<file path="config.mk">
export PLATFORM = sky130hd
export DESIGN_NAME = fetch_queue
export DESIGN_NICKNAME = d
export VERILOG_FILES = /design/src/rtl/fetch_queue.sv
export SDC_FILE = /design/constraint.sdc
export NUM_CORES = 1
export LEC_CHECK = 0
export CAP_MARGIN = 15
export CORE_UTILIZATION = 50
export DETAILED_ROUTE_END_ITERATION = 16
export PLACE_DENSITY = 0.75
export SLEW_MARGIN = 5
export SYNTH_ARGS = -nofsm -noshare
export SYNTH_HDL_FRONTEND = slang
export SYNTH_SLANG_ARGS = --single-unit
export TNS_END_PERCENT = 20
</file>
<file path="constraint.sdc">
create_clock -name clk -period 3.4 [get_ports clk]
set_input_delay 0.68 -clock clk [delete_from_list [all_inputs] [get_ports clk]]
set_output_delay 0.68 -clock clk [all_outputs]
set_load 0.005 [all_outputs]
</file>
<file path="src/rtl/fetch_queue.sv">
// fetch_queue: instruction-fetch front end. Issues credit-limited memory requests from the PC
// and returns the responses in order through a small instruction queue toward decode.
module fetch_queue #(
  parameter int              XLEN       = 32,
  parameter logic [XLEN-1:0] RESET_ADDR = '0,
  parameter int              DEPTH      = 4,
  parameter int              MAX_OUTS   = 2
) (
  input  logic            clk,
  input  logic            rst,
  input  logic            jump_en_i,
  input  logic [XLEN-1:0] jump_addr_i,
  input  logic            hold_flag_i,
  output logic            mem_req_o,
  output logic [XLEN-1:0] mem_addr_o,
  input  logic            mem_gnt_i,
  input  logic            mem_rvalid_i,
  input  logic [XLEN-1:0] mem_rdata_i,
  output logic            inst_valid_o,
  output logic [XLEN-1:0] inst_o,
  output logic [XLEN-1:0] inst_addr_o,
  input  logic            inst_ready_i
);

  localparam int QAW = $clog2(DEPTH);
  localparam int CW  = $clog2(DEPTH + 1);
  localparam int OW  = $clog2(MAX_OUTS + 1);
  localparam int TAW = (MAX_OUTS > 1) ? $clog2(MAX_OUTS) : 1;
  localparam logic [XLEN-1:0] NOP = XLEN'(32'h0000_0013);

  logic [XLEN-1:0] pc_reg, pc_next;
  logic [OW-1:0]   outs_reg, outs_next;
  logic [OW-1:0]   disc_reg, disc_next;
  logic [CW-1:0]   count_reg, count_next;
  logic [TAW-1:0]  tag_wr_reg, tag_wr_next;
  logic [TAW-1:0]  tag_rd_reg, tag_rd_next;
  logic [QAW-1:0]  q_wr_reg, q_wr_next;
  logic [QAW-1:0]  q_rd_reg, q_rd_next;

  logic [XLEN-1:0] tag_mem [MAX_OUTS];
  logic [XLEN-1:0] q_addr  [DEPTH];
  logic [XLEN-1:0] q_data  [DEPTH];

  logic credit_ok;
  logic grant;
  logic rsp_take;
  logic rsp_drop;
  logic deq;

  // Tag FIFO depth need not be a power of two, so wrap explicitly.
  function automatic logic [TAW-1:0] tag_inc(input logic [TAW-1:0] p);
    return (p == TAW'(MAX_OUTS - 1)) ? '0 : p + TAW'(1);
  endfunction

  // Stale (discarded) responses still occupy memory slots, so they count against MAX_OUTS only.
  assign credit_ok = (int'(outs_reg) + int'(disc_reg) < MAX_OUTS) &&
                     (int'(count_reg) + int'(outs_reg) < DEPTH);

  assign mem_req_o    = rst && !jump_en_i && credit_ok;
  assign mem_addr_o   = pc_reg;
  assign grant        = mem_req_o && mem_gnt_i;
  assign rsp_drop     = mem_rvalid_i && (disc_reg != '0);
  assign rsp_take     = mem_rvalid_i && (disc_reg == '0) && !jump_en_i;

  assign inst_valid_o = (count_reg != '0) && !jump_en_i;
  assign deq          = inst_valid_o && inst_ready_i && !hold_flag_i;
  assign inst_o       = inst_valid_o ? q_data[q_rd_reg] : NOP;
  assign inst_addr_o  = inst_valid_o ? q_addr[q_rd_reg] : '0;

  always_comb begin
    pc_next     = pc_reg;
    outs_next   = outs_reg;
    disc_next   = disc_reg;
    count_next  = count_reg;
    tag_wr_next = tag_wr_reg;
    tag_rd_next = tag_rd_reg;
    q_wr_next   = q_wr_reg;
    q_rd_next   = q_rd_reg;
    if (jump_en_i) begin
      // A response landing in the redirect cycle is already stale: it is both counted and dropped.
      pc_next     = jump_addr_i & ~XLEN'(3);
      outs_next   = '0;
      disc_next   = disc_reg + outs_reg - OW'(mem_rvalid_i);
      count_next  = '0;
      tag_wr_next = '0;
      tag_rd_next = '0;
      q_wr_next   = '0;
      q_rd_next   = '0;
    end else begin
      if (grant) begin
        pc_next     = pc_reg + XLEN'(4);
        tag_wr_next = tag_inc(tag_wr_reg);
      end
      if (rsp_take) begin
        tag_rd_next = tag_inc(tag_rd_reg);
        q_wr_next   = q_wr_reg + QAW'(1);
      end
      if (deq) begin
        q_rd_next = q_rd_reg + QAW'(1);
      end
      outs_next  = outs_reg + OW'(grant) - OW'(rsp_take);
      disc_next  = disc_reg - OW'(rsp_drop);
      count_next = count_reg + CW'(rsp_take) - CW'(deq);
    end
  end

  always_ff @(posedge clk or negedge rst) begin
    if (!rst) begin
      pc_reg     <= RESET_ADDR;
      outs_reg   <= '0;
      disc_reg   <= '0;
      count_reg  <= '0;
      tag_wr_reg <= '0;
      tag_rd_reg <= '0;
      q_wr_reg   <= '0;
      q_rd_reg   <= '0;
    end else begin
      pc_reg     <= pc_next;
      outs_reg   <= outs_next;
      disc_reg   <= disc_next;
      count_reg  <= count_next;
      tag_wr_reg <= tag_wr_next;
      tag_rd_reg <= tag_rd_next;
      q_wr_reg   <= q_wr_next;
      q_rd_reg   <= q_rd_next;
    end
  end

  // Storage carries no reset; validity is tracked entirely by the counters and pointers.
  always_ff @(posedge clk) begin
    if (grant) begin
      tag_mem[tag_wr_reg] <= pc_reg;
    end
    if (rsp_take) begin
      q_addr[q_wr_reg] <= tag_mem[tag_rd_reg];
      q_data[q_wr_reg] <= mem_rdata_i;
    end
  end

  always @(posedge clk) begin
    if (rst) begin
      assert (!(rsp_take && !deq && count_reg == CW'(DEPTH)));
      assert (!(mem_rvalid_i && outs_reg == '0 && disc_reg == '0));
    end
  end

endmodule

</file>
Word level (Yosys, flattened, before mapping)
Memory sizes are Yosys's and may differ from the RTL's.
Cells that the tools add are included.
- RAM bits: 320
- word-level logic and storage cells: 66
- memories kept: 3
- register bits after elaboration: 45
- input bits: 71
- bits in read-only memories: 0
- latch bits: 0
- memory list (memory ; words ; width ; rd ports ; clocked after memory_dff ; write ports ; RTL line ; source):
    q_addr ; 4 ; 32 ; 1 ; 0 ; 1 ; 41 ; logic [XLEN-1:0] q_addr [DEPTH];
    q_data ; 4 ; 32 ; 1 ; 0 ; 1 ; 42 ; logic [XLEN-1:0] q_data [DEPTH];
    tag_mem ; 2 ; 32 ; 1 ; 0 ; 1 ; 40 ; logic [XLEN-1:0] tag_mem [MAX_OUTS];
- multiplexer cells: 21
- reduce and logical (&&, ||, !) cells: 18
- multiply operators: 0
- eq/ne operators: 0
- divide/modulo/power cells: 0
- magnitude comparators: 2
- bitwise gates (word level): 0
- add/subtract/negate cells: 14
- shifts and indexed selects: 0
- operators by type and width (kind ; number):
    $mux 32 ; 4
    $add 32x3->32 const B ; 1
    $mux 2 ; 6
    $logic_and 1x1->1 ; 10
    $mux 1 ; 10
    $reduce_bool 2->1 ; 4
    $sub 2x1->2 ; 3
    $add 2x1->2 const B ; 2
    $add 3x2->4 ; 1
    $lt 4x3->1 const B ; 1
    $add 2x2->3 ; 1
    $add 3x1->3 ; 1
    $lt 3x2->1 const B ; 1
    $mux 3 ; 1
    $reduce_bool 3->1 ; 1
    $sub 3x1->3 ; 1
    $add 1x1->1 const B ; 2
    $add 2x1->2 ; 1
    $add 2x2->2 ; 1
    $logic_not 1->1 ; 2
    $logic_not 2->1 ; 1

Logic depth before layout (Yosys ltp)
- depth in word-level cells: 8
- depth in mapped cells: 13

Worst setup path after synthesis
OpenSTA, ideal clock, no wires.
- path kind: register to register
- from: register outs_reg[0]
- to: memory tag_mem[0][10], enable pin
- required time: 2.983 ns
- cell stages (with the launch flop): 10
- arrival time: 3.084 ns
- path slack: -0.101 ns
- cell sequence: dfrtp_1 and2_1 fa_1 nor2_1 and4_1 buf_4 inv_2 buf_2 buf_1 nor2_1
- word-level cells in the longest chain between the ends: 7
- ends and longest elaborated chain (what ; RTL line ; source):
    from (decl) ; 32 ; logic [OW-1:0] outs_reg, outs_next;
    from (signal assigned) ; 119 ; outs_reg <= outs_next;
    $add 3x2->4 / $add 2x2->3 (equally long branches) ; 57, 56 ;
    $lt 4x3->1 / $lt 3x2->1 (equally long branches) ; 57, 56 ;
    $logic_and 1x1->1 (*) ; 56 ; assign credit_ok = (int'(outs_reg) + int'(disc_reg) < MAX_OUTS) &&
    $logic_and 1x1->1 (*) ; 59 ; assign mem_req_o = rst && !jump_en_i && credit_ok;
    $logic_and 1x1->1 (*) ; 61 ; assign grant = mem_req_o && mem_gnt_i;
    $mux 1 (*) ; 131 ; if (grant) begin
    $mux 1 (implied by the code) (*) ; 132 ; tag_mem[tag_wr_reg] <= pc_reg;
    to (decl) ; 40 ;
Mark *: on every way between the ends. The rest lies on a longest branch, timed or not.

Worst setup path in the final report
- from: register q_rd_reg[0]
- to: output port inst_addr_o[16]
- word-level cells in the longest chain between the ends: 2
- ends and longest elaborated chain (what ; RTL line ; source):
    from (decl) ; 38 ; logic [QAW-1:0] q_rd_reg, q_rd_next;
    from (signal assigned) ; 125 ; q_rd_reg <= q_rd_next;
    $mem_v2 4x32 ; -- ;
    $mux 32 ; 68 ; assign inst_addr_o = inst_valid_o ? q_addr[q_rd_reg] : '0;
    to (decl) ; 21 ; output logic [XLEN-1:0] inst_addr_o,
No other way between the ends.

==> flow_summary.yaml <==
die:
  ioPinCount: 169
  initial_core_util: 0.511
  coreArea_um2: 27900
  dieWidth_um: 171
  die-area_um2: 29200
  die_h_um: 171
  rows: 61
synth:
  ys.flop_type: "edfxtp_1"
  mappedNetlistArea_um2: 14300
  synth.distinct_cells: 53
  ys_warn_count: 0
  netlist_instances: 802
  synth_seq_cells: 351
  synth_area_per_cell_um2: 17.8
  synthArstFlopShare: 0.123
  synth.yosys.seq_area_share: 0.723
  synth_edf_count: 308
job:
  maxCapViolCount: 0
pwr:
  swShare: 0.226
  ir_drop_mv: 0.309
  p_sw_w: 0.00238
  seqPwrFrac: 0.494
  power_density_nw_per_um2: 594
  power_frac_clock: 0.375
  combinationalPowerShare: 0.131
  intPower_w: 0.00813
  total_leakage_power_nw: 5.87
cells_and_area:
  final_common_cell: "edfxtp_1"
  reg_top3: "q_data: 128 flops, q_addr: 120 flops, tag_mem: 60 flops"
  final_cell_mix: "308 x edfxtp_1, 160 x clkdlybuf4s50_1, 62 x and2_1, 62 x mux4_2, 42 x nand2_1"
  insertedDiodeCount: 0
  finalNetCount: 1078
  largest_register_ffs: 128
  fillCellCount: 2055
  syn2layout_area_growth_pct: 24.0
  regMostFlops: "q_data"
  drive_above_1_share: 0.183
  post-route-util: 0.634
clock_network:
  cts_tree: "yes"
  clock_path_buffers: 3
  insertion_delay_ps: 510
  h-tree-depth: 2
  holdBufCountCts: 0
  cts_sinks: 351
  clk_pin_slew_ps: 60
  cts_buffers: 37
  root_buffer: "clkbuf_16"
place:
  dp_hpwl_um: 17300
  gp_congestion: 0.834
  port_buffers: 162
global_route:
  grt.total_usage: 0.201
  grt_pass1_wl_um: 43900
  grt_start_max_net_pins: 63
  gr-total-overflow: 0
  grt_pass1_vias: 7691
  antenna_found_initial: 1
worst_setup_path:
  path_delay_family: "buffers and inverters"
  reg2reg_depth: 7
  crit_path_end_kind: "output port"
  cp_max_fo: 22
  cp_slowest_stage_delay_ps: 610
  critPathBufInv: 2
  crit_path_start_kind: "flop"
  required_ps: 2720
  worstReg2RegEnd: "tag_mem[1][24]"
  cp_cell_sequence: "buf_12 -> mux4_2 -> and2_1 -> clkdlybuf4s50_1"
  timing.reg2reg.setup_slack_ps: 760
  cpMaxStageDelayCell: "dfrtp_4"
  cp.arrival_ps: 2590
  timing.critical_path.from: "q_rd_reg[0]"
  timing.rr.start: "outs_reg[0]"
  timing.setup.critical_path_class: "flop to output port"
routing:
  dr.pass1.iters: 4
  drt_iter0_drc: 689
  route.vias.total: 7731
  routed_via_density: 5.54
  ant_nets: 0
  drcViolationCount: 0
  wirelength_um: 28500
  wl_per_cell_um: 20.4
timing:
  post-route-min-period_ps: 3270
  slew_headroom: 0.478
  drv_slew: 0
  fmax_mhz: 306
  tns_ps: 0
  finalHoldViolCount: 0
  finalSetupViolations: 0
  finalClockSkew_ps: 17.7
  post-route-period-util: 0.961
  tightestPinTransition_ps: 775
  grt_setup_unrepaired: "no"
hold_path:
  hold_class: "input pin to async pin"
status:
  status: "complete, no violations"
cell usage after synthesis (14+ instances only):
| cell | count | share of area |
|---|---|---|
| and2_1 | 66 | 0.029 |
| clkbuf_1 | 21 | 0.0055 |
| dfrtp_1 | 43 | 0.075 |
| edfxtp_1 | 308 | 0.65 |
| ha_1 | 14 | 0.012 |
| inv_1 | 14 | 0.0037 |
| mux2_2 | 31 | 0.024 |
| mux4_2 | 62 | 0.098 |
| nand2_1 | 42 | 0.011 |
| nand3_1 | 20 | 0.0070 |
| nor2_1 | 20 | 0.0053 |
| o21ai_0 | 18 | 0.0063 |
| xnor2_1 | 14 | 0.0086 |
power by group through the flow:
stage               registers (W)  clock network [W]  logic, W
floorplan                 0.00520                  0  0.000737
global placement          0.00527                  0   0.00135
detailed placement        0.00528                  0   0.00137
CTS                       0.00519            0.00401   0.00139
global route              0.00522            0.00417   0.00151
finish                    0.00519            0.00394   0.00137
worst reg2reg max path, delay by kind of cell (launching register included):
kind                     cells  cell delay, ps
buffers and inverters        2             690
AND/OR/NAND/NOR              4             730
adder cells (fa/ha/maj)      1             430
flip-flops                   1             420
worst max-delay path by stage:
| stage | to | slack, ps | depth (start not counted) |
|---|---|---|---|
| 4_1_cts | inst_addr_o[16] | 80 | 4 |
| 6_report | inst_addr_o[16] | 130 | 4 |
| 5_1_grt | inst_addr_o[16] | 20 | 4 |
| 3_3_place_gp | count_reg[2] | 440 | 11 |
| 3_5_place_dp | count_reg[2] | 420 | 11 |
| 2_1_floorplan | q_addr[1][10] | 20 | 3 |
per-stage QoR:
stage | setup WS [ps] | hold slack (ps) | total power (W) | instance area [um^2] | instances
floorplan | 17.1 | 384 | 0.00594 | 14300 | 805
global placement | 437 | 531 | 0.00661 | 16500 | 1329
detailed placement | 416 | 554 | 0.00666 | 16500 | 1329
CTS | 76.1 | 286 | 0.0106 | 17700 | 1395
global route | 19.3 | 317 | 0.0109 | 17700 | 1395
finish | 133 | 276 | 0.0105 | 17700 | 1395
timing repair:
| action | CTS | global route |
|---|---|---|
| endpoints found under the setup margin | 17 | 0 |
| gates resized for setup | 0 | 0 |
| setup buffers | 1 | 0 |
kinds of logic (layout without fill, tap and decap cells):
kind of cell	count (synthesis)	in the layout	share of synthesized area
XOR/XNOR	21	21	0.0129
multiplexers	95	95	0.124
adder cells (fa/ha/maj)	16	16	0.0151
flip-flops	351	351	0.723
buffers and inverters	57	269	0.0176
AND/OR/NAND/NOR	208	208	0.0832
other	1	4	0.000263
AO/OA/AOI/OAI	53	53	0.0238
routing by layer:
metal	wire, um	GRT usage
met1	12600	0.288
met2	13700	0.317
met3	1870	0.0416
met4	385	0.0474
met5	0	0
cell type report:
cell class                      count  area, um^2  share of cell area
Clock inverter                     13         173             0.00975
Clock buffer                       52        1020              0.0578
Tap cell                          378         473              0.0267
Multi-Input combinational cell    397        3730               0.210
Sequential cell                   351       10300               0.584
Inverter                           15        56.3             0.00318
Timing Repair Buffer              189        1920               0.109
(Power assumes the default switching activity.)
